===== src/rtl/sum_deskew_collector_pkg.sv =====
// ---------------------------------------------------------------------------
// sa_pkg: shared constants and types for the systolic-array collector slice.
//   SUM_W  : default bits per partial-sum lane
//   ACT_W  : activation width used by the array feeders
//   coll_state_e : collector FSM states
// ---------------------------------------------------------------------------
package sa_pkg;

  localparam int SUM_W = 16;
  localparam int ACT_W = 8;

  typedef enum logic [1:0] {
    IDLE    = 2'd0,
    CAPTURE = 2'd1,
    DRAIN   = 2'd2,
    DONE    = 2'd3
  } coll_state_e;

endpackage


===== src/rtl/sum_deskew_collector_if.sv =====
// ---------------------------------------------------------------------------
// sum_deskew_collector_if: array-bottom sum bus plus the aligned-row stream.
//   sum_vld / sum_in       : skewed partial sums from the PE array
//   out_data / out_valid   : aligned rows towards writeback
//   out_ready              : writeback back-pressure
// modport slave  : the collector side
// modport master : the side that drives sums and consumes rows
// ---------------------------------------------------------------------------
interface sum_deskew_collector_if #(
  parameter int NUM_COL = 16,
  parameter int SUM_W   = 16
);

  logic                     sum_vld;
  logic [NUM_COL*SUM_W-1:0] sum_in;
  logic [NUM_COL*SUM_W-1:0] out_data;
  logic                     out_valid;
  logic                     out_ready;

  modport slave (
    input  sum_vld,
    input  sum_in,
    input  out_ready,
    output out_data,
    output out_valid
  );

  modport master (
    output sum_vld,
    output sum_in,
    output out_ready,
    input  out_data,
    input  out_valid
  );

endinterface


===== src/rtl/sum_deskew_collector_fifo.sv =====
// ---------------------------------------------------------------------------
// sum_row_fifo: synchronous row FIFO with a registered head register.
//   CLK, RESET : clock, synchronous active-high reset
//   wr_en/wr_data : push request (accepted when not full or when popping)
//   rd_ready   : consumer accepts the head when rd_valid
//   rd_data    : registered head row; holds its last value while empty
//   rd_valid   : FIFO not empty
//   full/empty : occupancy flags
// DEPTH must be a power of two so the pointers wrap naturally.
// ---------------------------------------------------------------------------
module sum_row_fifo #(
  parameter int WIDTH = 256,
  parameter int DEPTH = 4
) (
  input  logic             CLK,
  input  logic             RESET,
  input  logic             wr_en,
  input  logic [WIDTH-1:0] wr_data,
  input  logic             rd_ready,
  output logic [WIDTH-1:0] rd_data,
  output logic             rd_valid,
  output logic             full,
  output logic             empty
);

  localparam int PTR_W = (DEPTH > 1) ? $clog2(DEPTH) : 1;
  localparam int CNT_W = PTR_W + 1;

  logic [WIDTH-1:0] mem [DEPTH];
  logic [PTR_W-1:0] wr_ptr_reg, rd_ptr_reg, rd_ptr_next;
  logic [CNT_W-1:0] count_reg, count_next;
  logic [WIDTH-1:0] rd_data_reg;
  logic             push, pop;

  assign empty    = (count_reg == '0);
  assign full     = (count_reg == CNT_W'(DEPTH));
  assign pop      = !empty && rd_ready;
  // A pop in the same cycle frees the slot, so a full FIFO can still push.
  assign push     = wr_en && (!full || pop);
  assign rd_valid = !empty;
  assign rd_data  = rd_data_reg;

  always_comb begin
    rd_ptr_next = rd_ptr_reg;
    if (pop) begin
      rd_ptr_next = rd_ptr_reg + 1'b1;
    end
    count_next = count_reg + CNT_W'(push) - CNT_W'(pop);
  end

  always_ff @(posedge CLK) begin
    if (push) begin
      mem[wr_ptr_reg] <= wr_data;
    end
  end

  always_ff @(posedge CLK) begin
    if (RESET) begin
      wr_ptr_reg  <= '0;
      rd_ptr_reg  <= '0;
      count_reg   <= '0;
      rd_data_reg <= '0;
    end else begin
      if (push) begin
        wr_ptr_reg <= wr_ptr_reg + 1'b1;
      end
      rd_ptr_reg <= rd_ptr_next;
      count_reg  <= count_next;
      // Preload the head register with whatever will sit at the new read
      // pointer. When that slot is the one being written this edge, the
      // incoming row is forwarded so an empty FIFO shows it one cycle later.
      if (count_next != '0) begin
        if (push && (wr_ptr_reg == rd_ptr_next)) begin
          rd_data_reg <= wr_data;
        end else begin
          rd_data_reg <= mem[rd_ptr_next];
        end
      end
    end
  end

endmodule


===== src/rtl/sum_deskew_collector.sv =====
// ---------------------------------------------------------------------------
// sum_deskew_collector: re-aligns the diagonally skewed partial-sum bus from
// the bottom of the PE array (column j lags column 0 by j cycles), buffers
// aligned rows in a small FIFO and streams them to writeback. Counts rows per
// tile and pulses done at tile completion.
//   CLK, RESET : clock, synchronous active-high reset (aborts a tile)
//   start      : begin a tile of m_rows rows (ignored while busy)
//   m_rows     : rows in the tile, sampled when start is accepted
//   bus        : sum_vld/sum_in in, out_data/out_valid/out_ready stream
//   busy       : FSM not idle
//   done       : one-cycle pulse when the tile has fully drained
//   overflow   : sticky, set when an aligned row was dropped on a full FIFO
// Build option: define SUM_DESKEW_RELU_EN to clamp negative lanes to zero on
// the FIFO write path (no added latency). NUM_COL must be at least 2.
// ---------------------------------------------------------------------------
module sum_deskew_collector
  import sa_pkg::*;
#(
  parameter int NUM_COL    = 16,
  parameter int SUM_W      = sa_pkg::SUM_W,
  parameter int FIFO_DEPTH = 4,
  parameter int CNT_W      = 8
) (
  input  logic             CLK,
  input  logic             RESET,
  input  logic             start,
  input  logic [CNT_W-1:0] m_rows,
  sum_deskew_collector_if.slave bus,
  output logic             busy,
  output logic             done,
  output logic             overflow
);

  localparam int ROW_W = NUM_COL * SUM_W;

  coll_state_e      state_reg, state_next;
  logic [CNT_W-1:0] m_rows_reg;
  logic [CNT_W-1:0] row_cnt_reg;
  logic             overflow_reg;
  logic [NUM_COL-2:0] vld_pipe_reg;
  logic             capture_vld;
  logic             wr_en;
  logic [ROW_W-1:0] aligned_row;
  logic [ROW_W-1:0] wr_row;
  logic             fifo_full, fifo_empty;

  // Only sums that enter while capturing are tracked; the pipe itself keeps
  // draining after the FSM leaves CAPTURE.
  assign capture_vld = bus.sum_vld && (state_reg == CAPTURE);
  assign wr_en       = vld_pipe_reg[NUM_COL-2];

  always_ff @(posedge CLK) begin
    if (RESET) begin
      vld_pipe_reg <= '0;
    end else begin
      vld_pipe_reg[0] <= capture_vld;
      for (int k = 1; k < NUM_COL - 1; k++) begin
        vld_pipe_reg[k] <= vld_pipe_reg[k-1];
      end
    end
  end

  // Lane j arrives j cycles after lane 0, so it is delayed NUM_COL-1-j
  // registers; all lanes then line up with the tail of the valid pipe.
  genvar gi;
  generate
    for (gi = 0; gi < NUM_COL; gi++) begin : g_skew
      localparam int DLY = NUM_COL - 1 - gi;
      logic [SUM_W-1:0] lane_in;
      assign lane_in = bus.sum_in[gi*SUM_W +: SUM_W];

      if (DLY == 0) begin : g_direct
        assign aligned_row[gi*SUM_W +: SUM_W] = lane_in;
      end else begin : g_pipe
        logic [SUM_W-1:0] pipe_reg [DLY];
        always_ff @(posedge CLK) begin
          if (RESET) begin
            for (int k = 0; k < DLY; k++) begin
              pipe_reg[k] <= '0;
            end
          end else begin
            pipe_reg[0] <= lane_in;
            for (int k = 1; k < DLY; k++) begin
              pipe_reg[k] <= pipe_reg[k-1];
            end
          end
        end
        assign aligned_row[gi*SUM_W +: SUM_W] = pipe_reg[DLY-1];
      end
    end
  endgenerate

`ifdef SUM_DESKEW_RELU_EN
  generate
    for (gi = 0; gi < NUM_COL; gi++) begin : g_relu
      assign wr_row[gi*SUM_W +: SUM_W] = aligned_row[gi*SUM_W + SUM_W - 1] ?
                                         '0 : aligned_row[gi*SUM_W +: SUM_W];
    end
  endgenerate
`else
  assign wr_row = aligned_row;
`endif

  sum_row_fifo #(
    .WIDTH (ROW_W),
    .DEPTH (FIFO_DEPTH)
  ) u_fifo (
    .CLK      (CLK),
    .RESET    (RESET),
    .wr_en    (wr_en),
    .wr_data  (wr_row),
    .rd_ready (bus.out_ready),
    .rd_data  (bus.out_data),
    .rd_valid (bus.out_valid),
    .full     (fifo_full),
    .empty    (fifo_empty)
  );

  always_comb begin
    state_next = state_reg;
    busy       = (state_reg != IDLE);
    done       = 1'b0;
    case (state_reg)
      IDLE: begin
        if (start) begin
          state_next = CAPTURE;
        end
      end
      CAPTURE: begin
        if (m_rows_reg == '0) begin
          state_next = DONE;
        end else if (row_cnt_reg == m_rows_reg) begin
          state_next = DRAIN;
        end
      end
      DRAIN: begin
        if (fifo_empty) begin
          state_next = DONE;
        end
      end
      DONE: begin
        done       = 1'b1;
        state_next = IDLE;
      end
      default: state_next = IDLE;
    endcase
  end

  always_ff @(posedge CLK) begin
    if (RESET) begin
      state_reg    <= IDLE;
      m_rows_reg   <= '0;
      row_cnt_reg  <= '0;
      overflow_reg <= 1'b0;
    end else begin
      state_reg <= state_next;
      if ((state_reg == IDLE) && start) begin
        m_rows_reg  <= m_rows;
        row_cnt_reg <= '0;
      end else if ((state_reg == CAPTURE) && wr_en && (row_cnt_reg != m_rows_reg)) begin
        // Dropped rows still count toward the tile.
        row_cnt_reg <= row_cnt_reg + 1'b1;
      end
      if (wr_en && fifo_full && !(bus.out_valid && bus.out_ready)) begin
        overflow_reg <= 1'b1;
      end
    end
  end

  assign overflow = overflow_reg;

endmodule

===== src/flat_wrapper.sv =====
// flat-port wrapper written by rule: the top's interface ports become plain ports
module sum_deskew_collector_flat import sa_pkg::*;
#(
  parameter int NUM_COL    = 16,
  parameter int SUM_W      = sa_pkg::SUM_W,
  parameter int FIFO_DEPTH = 4,
  parameter int CNT_W      = 8
)
  (CLK, RESET, start, m_rows, busy, done, overflow, bus_sum_vld, bus_sum_in, bus_out_ready, bus_out_data, bus_out_valid);
  sum_deskew_collector_if #(.NUM_COL(NUM_COL), .SUM_W(SUM_W)) bus_i ();
  input  logic CLK;
  input  logic RESET;
  input  logic start;
  input  logic [CNT_W-1:0] m_rows;
  output logic busy;
  output logic done;
  output logic overflow;
  input wire logic [$bits(bus_i.sum_vld)-1:0] bus_sum_vld;
  input wire logic [$bits(bus_i.sum_in)-1:0] bus_sum_in;
  input wire logic [$bits(bus_i.out_ready)-1:0] bus_out_ready;
  output wire logic [$bits(bus_i.out_data)-1:0] bus_out_data;
  output wire logic [$bits(bus_i.out_valid)-1:0] bus_out_valid;
  assign bus_i.sum_vld = bus_sum_vld;
  assign bus_i.sum_in = bus_sum_in;
  assign bus_i.out_ready = bus_out_ready;
  assign bus_out_data = bus_i.out_data;
  assign bus_out_valid = bus_i.out_valid;
  sum_deskew_collector #(.NUM_COL(NUM_COL), .SUM_W(SUM_W), .FIFO_DEPTH(FIFO_DEPTH), .CNT_W(CNT_W)) u_core (.CLK(CLK), .RESET(RESET), .start(start), .m_rows(m_rows), .bus(bus_i), .busy(busy), .done(done), .overflow(overflow));
endmodule

===== config.mk =====
export PLATFORM = sky130hd
export DESIGN_NAME = sum_deskew_collector_flat
export DESIGN_NICKNAME = d
export VERILOG_FILES = /design/src/rtl/sum_deskew_collector_pkg.sv /design/src/rtl/sum_deskew_collector_if.sv /design/src/rtl/sum_deskew_collector_fifo.sv /design/src/rtl/sum_deskew_collector.sv /design/src/flat_wrapper.sv
export SDC_FILE = /design/constraint.sdc
export NUM_CORES = 2
export LEC_CHECK = 0
export ABC_AREA = 1
export BUFFER_PORTS_ARGS = -buffer_cell sky130_fd_sc_hd__buf_2
export CAP_MARGIN = 20
export CORE_MARGIN = 4
export CORE_UTILIZATION = 60
export DETAILED_ROUTE_END_ITERATION = 8
export GPL_TIMING_DRIVEN = 0
export PLACE_DENSITY = 0.84
export SLEW_MARGIN = 5
export SYNTH_ARGS = -nofsm -noshare
export SYNTH_HDL_FRONTEND = slang
export SYNTH_HIERARCHICAL = 1
export SYNTH_SLANG_ARGS = --single-unit

===== constraint.sdc =====
create_clock -name CLK -period 19.88 [get_ports CLK]
set_clock_uncertainty 0.15 [all_clocks]
set_input_delay 3.976 -clock CLK [delete_from_list [all_inputs] [get_ports CLK]]
set_output_delay 3.976 -clock CLK [all_outputs]
set_load 0.05 [all_outputs]

==> results.toml <==
[drt]
viasPerCell = 4.970
routedWlPerCell_microns = 17.41
vias = 79240
drcViolationCount = 0
drt_wl_total_mm = 277.6
final_antenna_net_count = 0
drt_iter0_markers = 8576
drtPass1Iterations = 8

[cts]
cts.sinks = 3241
clock_path_buffers = 4
hold_buffers = 0
cts_root_buf = "clkbuf_16"
post-cts-setup-buffer-count = 0
cts_buffers = 325
cts-htree-levels = 5
cts_tree = "done"
clkTransAtPathRegs_ps = 60
clk_latency_ps = 940
cts_resized = 0

[grt]
antenna_found_initial = 13
grt.overflow.total = 0
grtUsageTotal_pct = 27.70
grt_max_degree = 32
first_global_vias = 76520
grt_first_pass_wirelength_mm = 422.9

[logic_synthesis]
synth-edff-count = 1024
yosys_warnings = 6
synth.cell_area_sq_um = 113000
synth.distinct_cells = 32
synth_top_area_share_pct = 39.29
synthTopCellsByCount = "2,993 x inv_1, 2,476 x nor2_1, 2,217 x dfxtp_1"
synth_seq_cells = 3241
ys.flop_type = "dfxtp_1"
yosysSeqAreaShare_pct = 66.51
synth_top_area_cell = "dfxtp_1"
syn-num-nets = 12590
synthCells = 12310
syn_avg_cell_area_sq_um = 9.178
yosysMostFrequentCell = "inv_1"
async_flop_share_pct = 0
yosys-top-cells-area = "dfxtp_1 39%, edfxtp_1 27%, inv_1 9.9%, nor2_1 8.2%, nand3_1 4.6%"

[min_path]
min_path_cells = 2
hold_path.class = "reg2reg"
min_from = "u_core/g_skew[9].g_pipe.pipe_reg[0][7]"

[placement]
gp_congestion = 0.8995
dp_hpwl_mm = 183.8
io_buffer_count = 527

[floorplanning]
coreArea_sq_um = 186200
ios = 529
fp-row-count = 158
die_x_microns = 441.9
die_area_sq_um = 195300
initial_utilization_pct = 60.66
die-height_microns = 441.9

[pwr]
p_total_mw = 18.67
power_frac_seq_pct = 39.1
switchingPower_mw = 6.710
ir_drop_uv = 192.9
leakage_nw = 58.60
power_frac_clock_pct = 31.7
switching_share_pct = 35.94
p_comb_share_pct = 29.2
p_int_mw = 11.96
power.density_nw_per_um2 = 143.4

[finish]
drive_gt1_share_pct = 11.49
largest_register_ffs = 1920
nNetsFinal = 13490
fillers = 12800
syn_to_final_growth_pct = 15.22

[worst_setup_path]
worstPathArrival_ps = 8610
worstPathMaxFanout = 10
start_kind = "input pin"
cp.required_ps = 20530
ff2ff_path_depth = 19
r2r_start = "u_core/u_fifo/count_reg[0]"
cp-startpoint = "bus_out_ready"
worst_setup_path_end_kind = "flop"
critical_path_class = "in2reg"

[sta]
fin_crit_sh_pct = 40.01
setup_viol = 0
tightest_slew_ps = 1140
clock.fmax_mhz = 125.7
holdWs_ps = 222.7
rsz0062_at_grt = "false"
fin_crit_ps = 7955
slew_headroom_pct = 23.98
drv_slew = 0
finalHoldViolCount = 0

[flow_run]
maxCapViolations = 0

[outcome]
status = "finished clean"
-- final cells by class --
cell class	instances	area, sq um	area share [%]
diodes	11	27.53	0.02115
plain buffers	640	3029	2.327
clock buffers	470	9510	7.307
clock inverters	103	910.9	0.6999
inverters	2996	11250	8.641
multi-input cells	5431	23590	18.13
flip-flops and latches	3241	75130	57.73
well taps	2480	3103	2.384
repair buffers	572	3603	2.769
-- path summary, 6_finish.rpt --
path	endpoint	slack (ps)
setup / recovery	u_core/u_fifo/rd_data[227]	11930
hold / removal	u_core/g_skew[9].g_pipe.pipe_reg[0][23]	220
setup reg to reg	u_core/u_fifo/rd_data[227]	14470
hold reg to reg	u_core/g_skew[9].g_pipe.pipe_reg[0][23]	220
-- cell families after synthesis --
group                      count (synthesis)  share of synthesized area, %
and+or+nand+nor                         5386                         20.54
buffers and inverters                   3636                         12.63
DFF                                     3241                         66.51
AOI/OAI and AO/OA                         25                        0.1152
adders and majority gates                 12                        0.1396
xor gates and xnor gates                   8                       0.06202
-- metal layers --
metal / GRT usage (%) / share of wire [%] / vias to the layer above
met5: 0 / 0 / -
met4: 16.43 / 6.6 / 0
met3: 6.010 / 10 / 838
met2: 45.07 / 47 / 4087
met1: 34.09 / 37 / 35890
li1: - / - / 38430
-- power groups by stage --
stage | clock network (mW) | registers (mW) | logic, mW
floorplan | 0 | 8.14 | 2.80
global placement | 0 | 7.42 | 5.16
detailed placement | 0 | 7.43 | 5.25
CTS | 6.00 | 7.29 | 5.35
global route | 6.28 | 7.31 | 5.86
finish | 5.92 | 7.29 | 5.46
-- critical path, cell delays in order --
cell and delay (ps):
buf_2 130, nand2_2 120, nand2_1 60, nand2_1 400
inv_2 240, clkbuf_1 380, nand2_1 140, nand2_1 70
ha_1 200, fa_1 400, xnor2_1 170, inv_1 80
nand3_1 550, buf_2 640, clkbuf_1 580, nand3_1 250
nand2_1 120, inv_1 40
-- cells in the final DEF, fill, tap and decap left out, types with 10 or more instances in the layout --
master     count
a21oi_1       14
clkbuf_2      10
clkbuf_8      44
buf_2        990
buf_12        33
edfxtp_1    1024
nand4_1      257
nand3b_1     258
diode_2       11
nor2_1      2472
clkbuf_16    343
clkinv_2      50
ha_1          11
bufinv_16     14
nand2_1     1339
inv_1       2993
clkbuf_1     212
dfxtp_1     2217
buf_1         27
clkinv_1      19
nand3_1     1042
buf_16        10
-- through the flow --
step	cell area (sq um)	util, %	TNS [ps]	cells	setup WS, ps
floorplan	113000	-	0	12310	3949
global placement	118700	63.74	-4121430	15320	-4498
detailed placement	119700	64.28	0	15360	11170
CTS	130100	69.88	0	15930	12050
global route	130100	69.88	0	15940	11750
finish	130200	69.89	0	15940	11930
Note: power is estimated with default switching activity, not from simulation.
